$ cat src/rtl/wb_shared_bus.sv
// Wishbone shared bus: N masters to M slaves, round-robin grant locked for the whole CYC, MSB address decode.
// Latency: one arbitration cycle, then combinational request/response paths; one dead cycle between owners.
// Backpressure: other masters wait until the owner drops CYC; `WB_SHARED_BUS_WATCHDOG_EN ends stalled strobes.
module wb_shared_bus #(
  parameter int NUM_MASTERS = 2,
  parameter int NUM_SLAVES  = 2,
  parameter int AW          = 32,
  parameter int DW          = 32,
  parameter int DEC_BITS    = 4,
  parameter int TIMEOUT     = 255
) (
  input  logic                          clk_i,
  input  logic                          rst_n_i,
  input  logic [NUM_MASTERS*AW-1:0]     m_adr_i,
  input  logic [NUM_MASTERS*DW-1:0]     m_dat_i,
  input  logic [NUM_MASTERS*DW/8-1:0]   m_sel_i,
  input  logic [NUM_MASTERS-1:0]        m_we_i,
  input  logic [NUM_MASTERS-1:0]        m_cyc_i,
  input  logic [NUM_MASTERS-1:0]        m_stb_i,
  output logic [DW-1:0]                 m_dat_o,
  output logic [NUM_MASTERS-1:0]        m_ack_o,
  output logic [NUM_MASTERS-1:0]        m_err_o,
  output logic [NUM_MASTERS-1:0]        m_rty_o,
  output logic [AW-1:0]                 s_adr_o,
  output logic [DW-1:0]                 s_dat_o,
  output logic [DW/8-1:0]               s_sel_o,
  output logic                          s_we_o,
  output logic [NUM_SLAVES-1:0]         s_cyc_o,
  output logic [NUM_SLAVES-1:0]         s_stb_o,
  input  logic [NUM_SLAVES*DW-1:0]      s_dat_i,
  input  logic [NUM_SLAVES-1:0]         s_ack_i,
  input  logic [NUM_SLAVES-1:0]         s_err_i,
  input  logic [NUM_SLAVES-1:0]         s_rty_i,
  output logic [NUM_MASTERS-1:0]        grant_o
);
  localparam int MW = $clog2(NUM_MASTERS);

  typedef enum logic {IDLE, BUSY} state_t;

  if (NUM_MASTERS < 2 || NUM_MASTERS > 8 || NUM_SLAVES < 1 || NUM_SLAVES > 16 || (DW % 8) != 0 ||
      NUM_SLAVES > (2 ** DEC_BITS) || TIMEOUT < 1 || TIMEOUT > 255) begin : g_bad_params
    $error("wb_shared_bus: parameter out of range");
  end

  state_t              state;
  logic [MW-1:0]       gidx;
  logic [MW-1:0]       last;
  logic                err_q;
  logic                err_done;
  logic                busy;
  logic                mapped;
  logic                g_cyc;
  logic                g_stb;
  logic                wd_hit;
  logic [AW-1:0]       g_adr;
  logic [DEC_BITS-1:0] dec;
  logic                nxt_vld;
  logic [MW-1:0]       nxt_idx;
  logic [MW-1:0]       cand;

  assign busy   = (state == BUSY);
  assign g_cyc  = m_cyc_i[gidx];
  assign g_stb  = m_stb_i[gidx];
  assign g_adr  = m_adr_i[gidx*AW +: AW];
  assign dec    = g_adr[AW-1 -: DEC_BITS];
  assign mapped = int'(dec) < NUM_SLAVES;

  // Round-robin search starting just above the previous owner.
  always_comb begin
    nxt_vld = 1'b0;
    nxt_idx = '0;
    cand    = '0;
    for (int i = 1; i <= NUM_MASTERS; i++) begin
      cand = MW'((int'(last) + i) % NUM_MASTERS);
      if (!nxt_vld && m_cyc_i[cand]) begin
        nxt_vld = 1'b1;
        nxt_idx = cand;
      end
    end
  end

  always_comb begin
    s_adr_o = '0;
    s_dat_o = '0;
    s_sel_o = '0;
    s_we_o  = 1'b0;
    s_cyc_o = '0;
    s_stb_o = '0;
    m_dat_o = '0;
    m_ack_o = '0;
    m_err_o = '0;
    m_rty_o = '0;
    if (busy) begin
      s_adr_o = g_adr;
      s_dat_o = m_dat_i[gidx*DW +: DW];
      s_sel_o = m_sel_i[gidx*(DW/8) +: DW/8];
      s_we_o  = m_we_i[gidx];
      for (int k = 0; k < NUM_SLAVES; k++) begin
        if (int'(dec) == k) begin
          s_cyc_o[k]    = g_cyc;
          s_stb_o[k]    = g_stb & ~wd_hit;
          m_ack_o[gidx] = s_ack_i[k];
          m_err_o[gidx] = s_err_i[k];
          m_rty_o[gidx] = s_rty_i[k];
          m_dat_o       = s_dat_i[k*DW +: DW];
        end
      end
      if (err_q || wd_hit) m_err_o[gidx] = 1'b1;
    end
  end

`ifdef WB_SHARED_BUS_WATCHDOG_EN
  logic [7:0] wd_cnt;
  logic       resp;

  assign resp   = err_q | (|((s_ack_i | s_err_i | s_rty_i) & s_cyc_o));
  assign wd_hit = busy && (wd_cnt == 8'(TIMEOUT));

  always_ff @(posedge clk_i or negedge rst_n_i) begin
    if (!rst_n_i) begin
      wd_cnt <= '0;
    end else if (!busy || !g_stb || resp || wd_hit) begin
      wd_cnt <= '0;
    end else begin
      wd_cnt <= wd_cnt + 8'd1;
    end
  end
`else
  assign wd_hit = 1'b0;
`endif

  always_ff @(posedge clk_i or negedge rst_n_i) begin
    if (!rst_n_i) begin
      state    <= IDLE;
      gidx     <= '0;
      last     <= MW'(NUM_MASTERS - 1);
      grant_o  <= '0;
      err_q    <= 1'b0;
      err_done <= 1'b0;
    end else begin
      case (state)
        IDLE: if (nxt_vld) begin
          state   <= BUSY;
          gidx    <= nxt_idx;
          grant_o <= NUM_MASTERS'(1) << nxt_idx;
        end
        BUSY: if (!g_cyc) begin
          state   <= IDLE;
          last    <= gidx;
          grant_o <= '0;
        end
        default: state <= IDLE;
      endcase
      // One unmapped-address error per strobe; a held strobe stays quiet until it drops.
      err_q    <= busy && !mapped && g_cyc && g_stb && !err_q && !err_done;
      err_done <= busy && g_stb && (err_q || err_done);
    end
  end
endmodule

$ cat config.mk
export PLATFORM = sky130hd
export DESIGN_NAME = wb_shared_bus
export DESIGN_NICKNAME = d
export VERILOG_FILES = /design/src/rtl/wb_shared_bus.sv
export SDC_FILE = /design/constraint.sdc
export NUM_CORES = 1
export LEC_CHECK = 0
export ABC_CLOCK_PERIOD_IN_PS = 1700
export CAP_MARGIN = 30
export CORE_AREA = 2 2 126 128
export DETAILED_ROUTE_END_ITERATION = 6
export DIE_AREA = 0 0 128 130
export PLACE_DENSITY = 0.56
export SETUP_SLACK_MARGIN = 0.5
export SLEW_MARGIN = 20
export SYNTH_ARGS = -nofsm -noshare
export SYNTH_HDL_FRONTEND = slang
export SYNTH_SLANG_ARGS = --single-unit
$ cat constraint.sdc
create_clock -name clk_i -period 1.7 [get_ports clk_i]
set_clock_uncertainty 0.2 [all_clocks]
set_input_delay 0.255 -clock clk_i [delete_from_list [all_inputs] [get_ports clk_i]]
set_output_delay 0.255 -clock clk_i [all_outputs]
set_load 0.02 [all_outputs]
# Yosys cells after proc, flatten, opt, wreduce, memory -nomap -nowiden
# Index checks and enable logic that the tools add are counted.
dict set report word_totals {
  ram_bits 0
  out_inout_bits 113
  memories 0
  register_bits 7
  mem_bits_ro 0
  in_bits 214
  latch_bits 0
}
dict set report classes {
  muxes 52
  n_shift 4
  add_sub_neg 2
  magnitude_cmp 5
  n_reduce_logical 18
  n_bitwise 6
  n_div 0
  multipliers 0
  eq_ne 3
}
# op n
set op_table {}
lappend op_table {{$mux W32} 5}
lappend op_table {{$shiftx A64 B7 Y32} 2}
lappend op_table {{$mux W2} 18}
lappend op_table {{$mux W1} 22}
lappend op_table {{$logic_and A1 B1 Y1} 9}
lappend op_table {{$shiftx A8 B4 Y4} 1}
lappend op_table {{$and A2 B2 Y2} 3}
lappend op_table {{$bwmux W2} 3}
lappend op_table {{$lt A1 B2 Y1 const B} 3}
lappend op_table {{$reduce_and A2 Y1} 3}
lappend op_table {{$eq A4 B2 Y1 const B} 1}
lappend op_table {{$logic_not A1 Y1} 4}
lappend op_table {{$logic_not A4 Y1} 1}
lappend op_table {{$lt A4 B2 Y1 const B} 1}
lappend op_table {{$mux W4} 1}
lappend op_table {{$ne A2 B2 Y1 const B} 2}
lappend op_table {{$pmux W2 S2} 1}
lappend op_table {{$add A1 B1 Y1 const B} 2}
lappend op_table {{$not A1 Y1} 2}
lappend op_table {{$or A2 B2 Y2} 1}
lappend op_table {{$pmux W1 S2} 1}
lappend op_table {{$shl A1 B1 Y2 const A} 1}
lappend op_table {{$demux W1 S1} 1}
lappend op_table {{$ge A1 B1 Y1 const B} 1}
lappend op_table {{$logic_or A1 B1 Y1} 1}

# Longest topological paths before layout
dict set report depth {
  word_depth 13
  mapped_depth 6
  depth_no_buf 3
}

# Least setup slack after synthesis
# No wires, ideal clock.
dict set report synth_path {
  path_type {flip-flop to output port}
  startpoint {register gidx}
  endpoint {output port s_cyc_o[0]}
  required_time_ns 1.245
  path_stages_with_launch 6
  slack_ns -0.319
  arrival_time_ns 1.564
  cell_sequence {dfrtp_1 -> buf_6 -> mux2_4 -> buf_6 -> buf_6 -> nor3_1}
}
dict set report synth_via {
  elab_chain_cells 4
  elab_cells_between_ends 6
}
# item line_no
set synth_rtl {}
lappend synth_rtl {{start, declared} 46} ;# logic [MW-1:0] gidx;
lappend synth_rtl {{start signal, assigned} 144} ;# gidx <= nxt_idx;
lappend synth_rtl {{$shiftx A64 B7 Y32 or $mux W1 (tied branches)} {64, 62}}
lappend synth_rtl {{$logic_not A4 Y1 or $mux W1 (tied branches)} {99, 62}}
lappend synth_rtl {{$mux W1 (*)} 99} ;# if (int'(dec) == k) begin
lappend synth_rtl {{$mux W2 (*)} 93} ;# if (busy) begin
lappend synth_rtl {{end, declared} 28} ;# output logic [NUM_SLAVES-1:0] s_cyc_o,
# Mark *: on every way between the ends. The rest lies on a longest branch, timed or not. The select of a mux whose other input is x is not followed.

# Worst setup path after layout
dict set report layout_path {
  startpoint {register gidx}
  endpoint {output port m_dat_o[20]}
}
dict set report layout_via {
  elab_chain_cells 5
  elab_cells_between_ends 6
}
# item line_no
set layout_rtl {}
lappend layout_rtl {{$shiftx A64 B7 Y32 (*)} 64} ;# assign g_adr = m_adr_i[gidx*AW +: AW];
lappend layout_rtl {{$logic_not A4 Y1} 99}
lappend layout_rtl {{$mux W32} 99}
lappend layout_rtl {{$mux W32 (*)} 99}
lappend layout_rtl {{$mux W32 (*)} 93}
lappend layout_rtl {{end, declared} 20} ;# output logic [DW-1:0] m_dat_o,
# Mark *: on every way between the ends. The rest lies on a longest branch, timed or not.

==> reports/results.ini <==
[setup_path]
setup.worst_path.end=m_dat_o[20]
critical_path_class=reg -> out
cp-start-kind=flip-flop
crit_path_max_fanout=6
regToRegSetupSlack_ns=-0.18
startpoint=gidx$_DFFE_PN0P_
ff2ff_path_depth=7
crit_required_ns=1.24
cp.arrival_ns=1.91
r2r-start=gidx$_DFFE_PN0P_
crit_path_end_kind=output pin
r2r-end=err_q$_DFF_PN0_

[final_layout]
drive_gt1_share_pct=51.9
fin_cells=892
fin_nets=915
diodes=0
final_core_util_pct=47.7
n_fill_cell=1472
area_delta_synth_final_pct=238

[global_route]
grt_pass1_vias=3747
overflow=0
grt_pass1_wl_um=20000
grt_max_degree=28
grtUsageTotal_pct=15.4
antenna_found_initial=0

[power_and_ir_drop]
power_density_nw_per_um2=1110
leakage_uw=0.00308
ir_drop_uv=520

[clocking]
htree_levels=1
clkTransAtPathRegs_ns=0.04
cts_hold_buf=0
cts_sinks=7
root_buffer=clkbuf_16
clk_latency_ns=0.23
cts_tree=yes
cts_made_buffers=3
clockBufferDepth=2

[yosys]
synth.distinct_cells=32
synth_edf_count=0
synth_ff_type=dfrtp_1
ys.warnings.count=0
synth_area_um2=2180
synth-seq-area-share_pct=8.09
yosysTopAreaCell=mux2i_1
synthCells=322
synth.area.top_cells=mux2i_1, nor2_1, a21oi_2
syn_nets=536
syn_area_per_cell_um2=6.77
ys_ff_latch=7
async_reset_ff_share_pct=100
synth.top_cell.area_share_pct=32.1

[floorplanning]
initial_core_util_pct=14.1
die_height_um=130
num_rows=46
die_area_um2=16600
fp.coreArea_um2=15400
die_x_um=128
io_pins=327

[placed_design]
dp.cells=846
io_buffers=326
place.gp.congestion=0.769
dp_hpwl_um=11400

[drt]
drt_iter0_drc=55
viasPerCell=4.23
num_vias=3774
routedWlPerCell_um=16.9
wl_um=15100
drc=0
ant_nets=0
dr.pass1.iters=4

[sta]
fin_crit_sh_pct=139
clock.fmax_mhz=422
timing.final.ws_setup_ns=-0.670
setup_viol=114
whs_ns=0.0911
worstMarginPinSlew_ns=0.334
relSlewSlack_pct=77.7
rsz0062_at_grt=yes
drv_slew=0
timing.final.crit_period_ns=2.37
hold_violations=0

[hold_path]
hold_path.class=in -> async

[run_status]
status=finished, violations left
violations=setup timing

[run]
max_cap_viol_count=0

==> timing repair <==
| item | 4_1_cts | 5_1_grt |
|---|---|---|
| cloned | 4 | 6 |
| gates resized for setup | 408 | 250 |
| buffers inserted | 18 | 14 |
| endpoints found under the hold margin | 0 | 0 |
| setup endpoints to repair | 120 | 120 |
| pin swaps | 3 | 24 |
==> cells in the mapped netlist, types with 4 or more instances <==
| master | instances |
|---|---|
| nand2_1 | 69 |
| nor3_1 | 4 |
| a21oi_1 | 5 |
| buf_2 | 7 |
| o21ai_0 | 4 |
| clkbuf_1 | 8 |
| nor2_1 | 80 |
| buf_6 | 6 |
| buf_4 | 7 |
| a21oi_2 | 30 |
| mux2i_1 | 70 |
| dfrtp_1 | 6 |
==> cells in the final DEF, fill, tap and decap left out, drive strengths merged, types with 2 or more instances in the layout <==
master           n
dfrtp            6
a21oi           35
clkdlybuf4s50  208
buf            166
nand3            3
nand2b           3
o21ai            5
nor3             4
dlygate4sd2     17
nand2           69
inv              2
mux2             5
mux2i           71
dlymetal6s2s     3
clkbuf          11
nor2            80
==> layout make-up <==
| cell class | instances | area (um^2) | area share [%] |
|---|---|---|---|
| clock buffer | 4 | 78.8 | 1.07 |
| inverter | 2 | 10.0 | 0.136 |
| multi-input combinational | 286 | 2690 | 36.5 |
| sequential | 7 | 183 | 2.48 |
| tap | 192 | 240 | 3.26 |
| timing repair buffer | 401 | 4160 | 56.5 |
==> how the worst min path moves through the flow <==
stage / startpoint / slack [ns] / to
finish: rst_n_i / 0.09 / grant_o[0]$_DFFE_PN0P_
global route: rst_n_i / 0.11 / grant_o[0]$_DFFE_PN0P_
CTS: rst_n_i / 0.10 / grant_o[0]$_DFFE_PN0P_
detailed placement: err_done$_DFF_PN0_ / 0.28 / err_done$_DFF_PN0_
global placement: err_done$_DFF_PN0_ / 0.26 / err_done$_DFF_PN0_
floorplan: rst_n_i / -0.24 / busy$_DFF_PN0_
==> per-stage QoR <==
step	worst slack (ns)	instance area, um^2	TNS (ns)	power, uW
after global routing	-0.749	7360	-63.32	8590
after floorplan	-0.0688	2760	-1.74	3900
after detailed placement	-1.05	6340	-83.44	6200
final	-0.670	7360	-55.54	8140
after global placement	-1.04	6340	-82.45	6160
after CTS	-0.723	6630	-60.08	6860
==> sequential cells by signal (all words and copies together) (netlist names) <==
name,cells
err_done,1
busy,1
last,1
err_q,1
grant_o,2
gidx,1
==> logic make-up (layout without fill, tap and decap cells) <==
group	after synthesis	in the layout	share of synthesized area (%)
AND/OR/NAND/NOR	166	166	31.7
multiplexers	75	76	35.4
AO/OA/AOI/OAI	44	44	16.0
buffers and inverters	30	407	8.84
flip-flops	7	7	8.09
==> routing by layer <==
metal	vias up	global-route usage, %	part of all wire [%]
li1	1848	-	-
met1	1729	15.1	32
met2	187	32.2	58
met3	10	4.88	9.1
met4	0	1.49	0.77
met5	-	0	0
==> power breakdown <==
part	internal (uW)	switching [uW]
Combinational	3810	3580
Clock	312	86.0
Sequential	251	98.9
Total	4380	3760
==> worst max-delay path, cell delays in order, from the launching register on <==
cell       delay (ns)
dfrtp_4          0.51
buf_6            0.14
buf_6            0.11
mux2i_4          0.22
buf_6            0.17
clkbuf_16        0.16
nand2_1          0.10
a21oi_4          0.16
buf_6            0.13
Note: power is estimated with default switching activity, not from simulation.
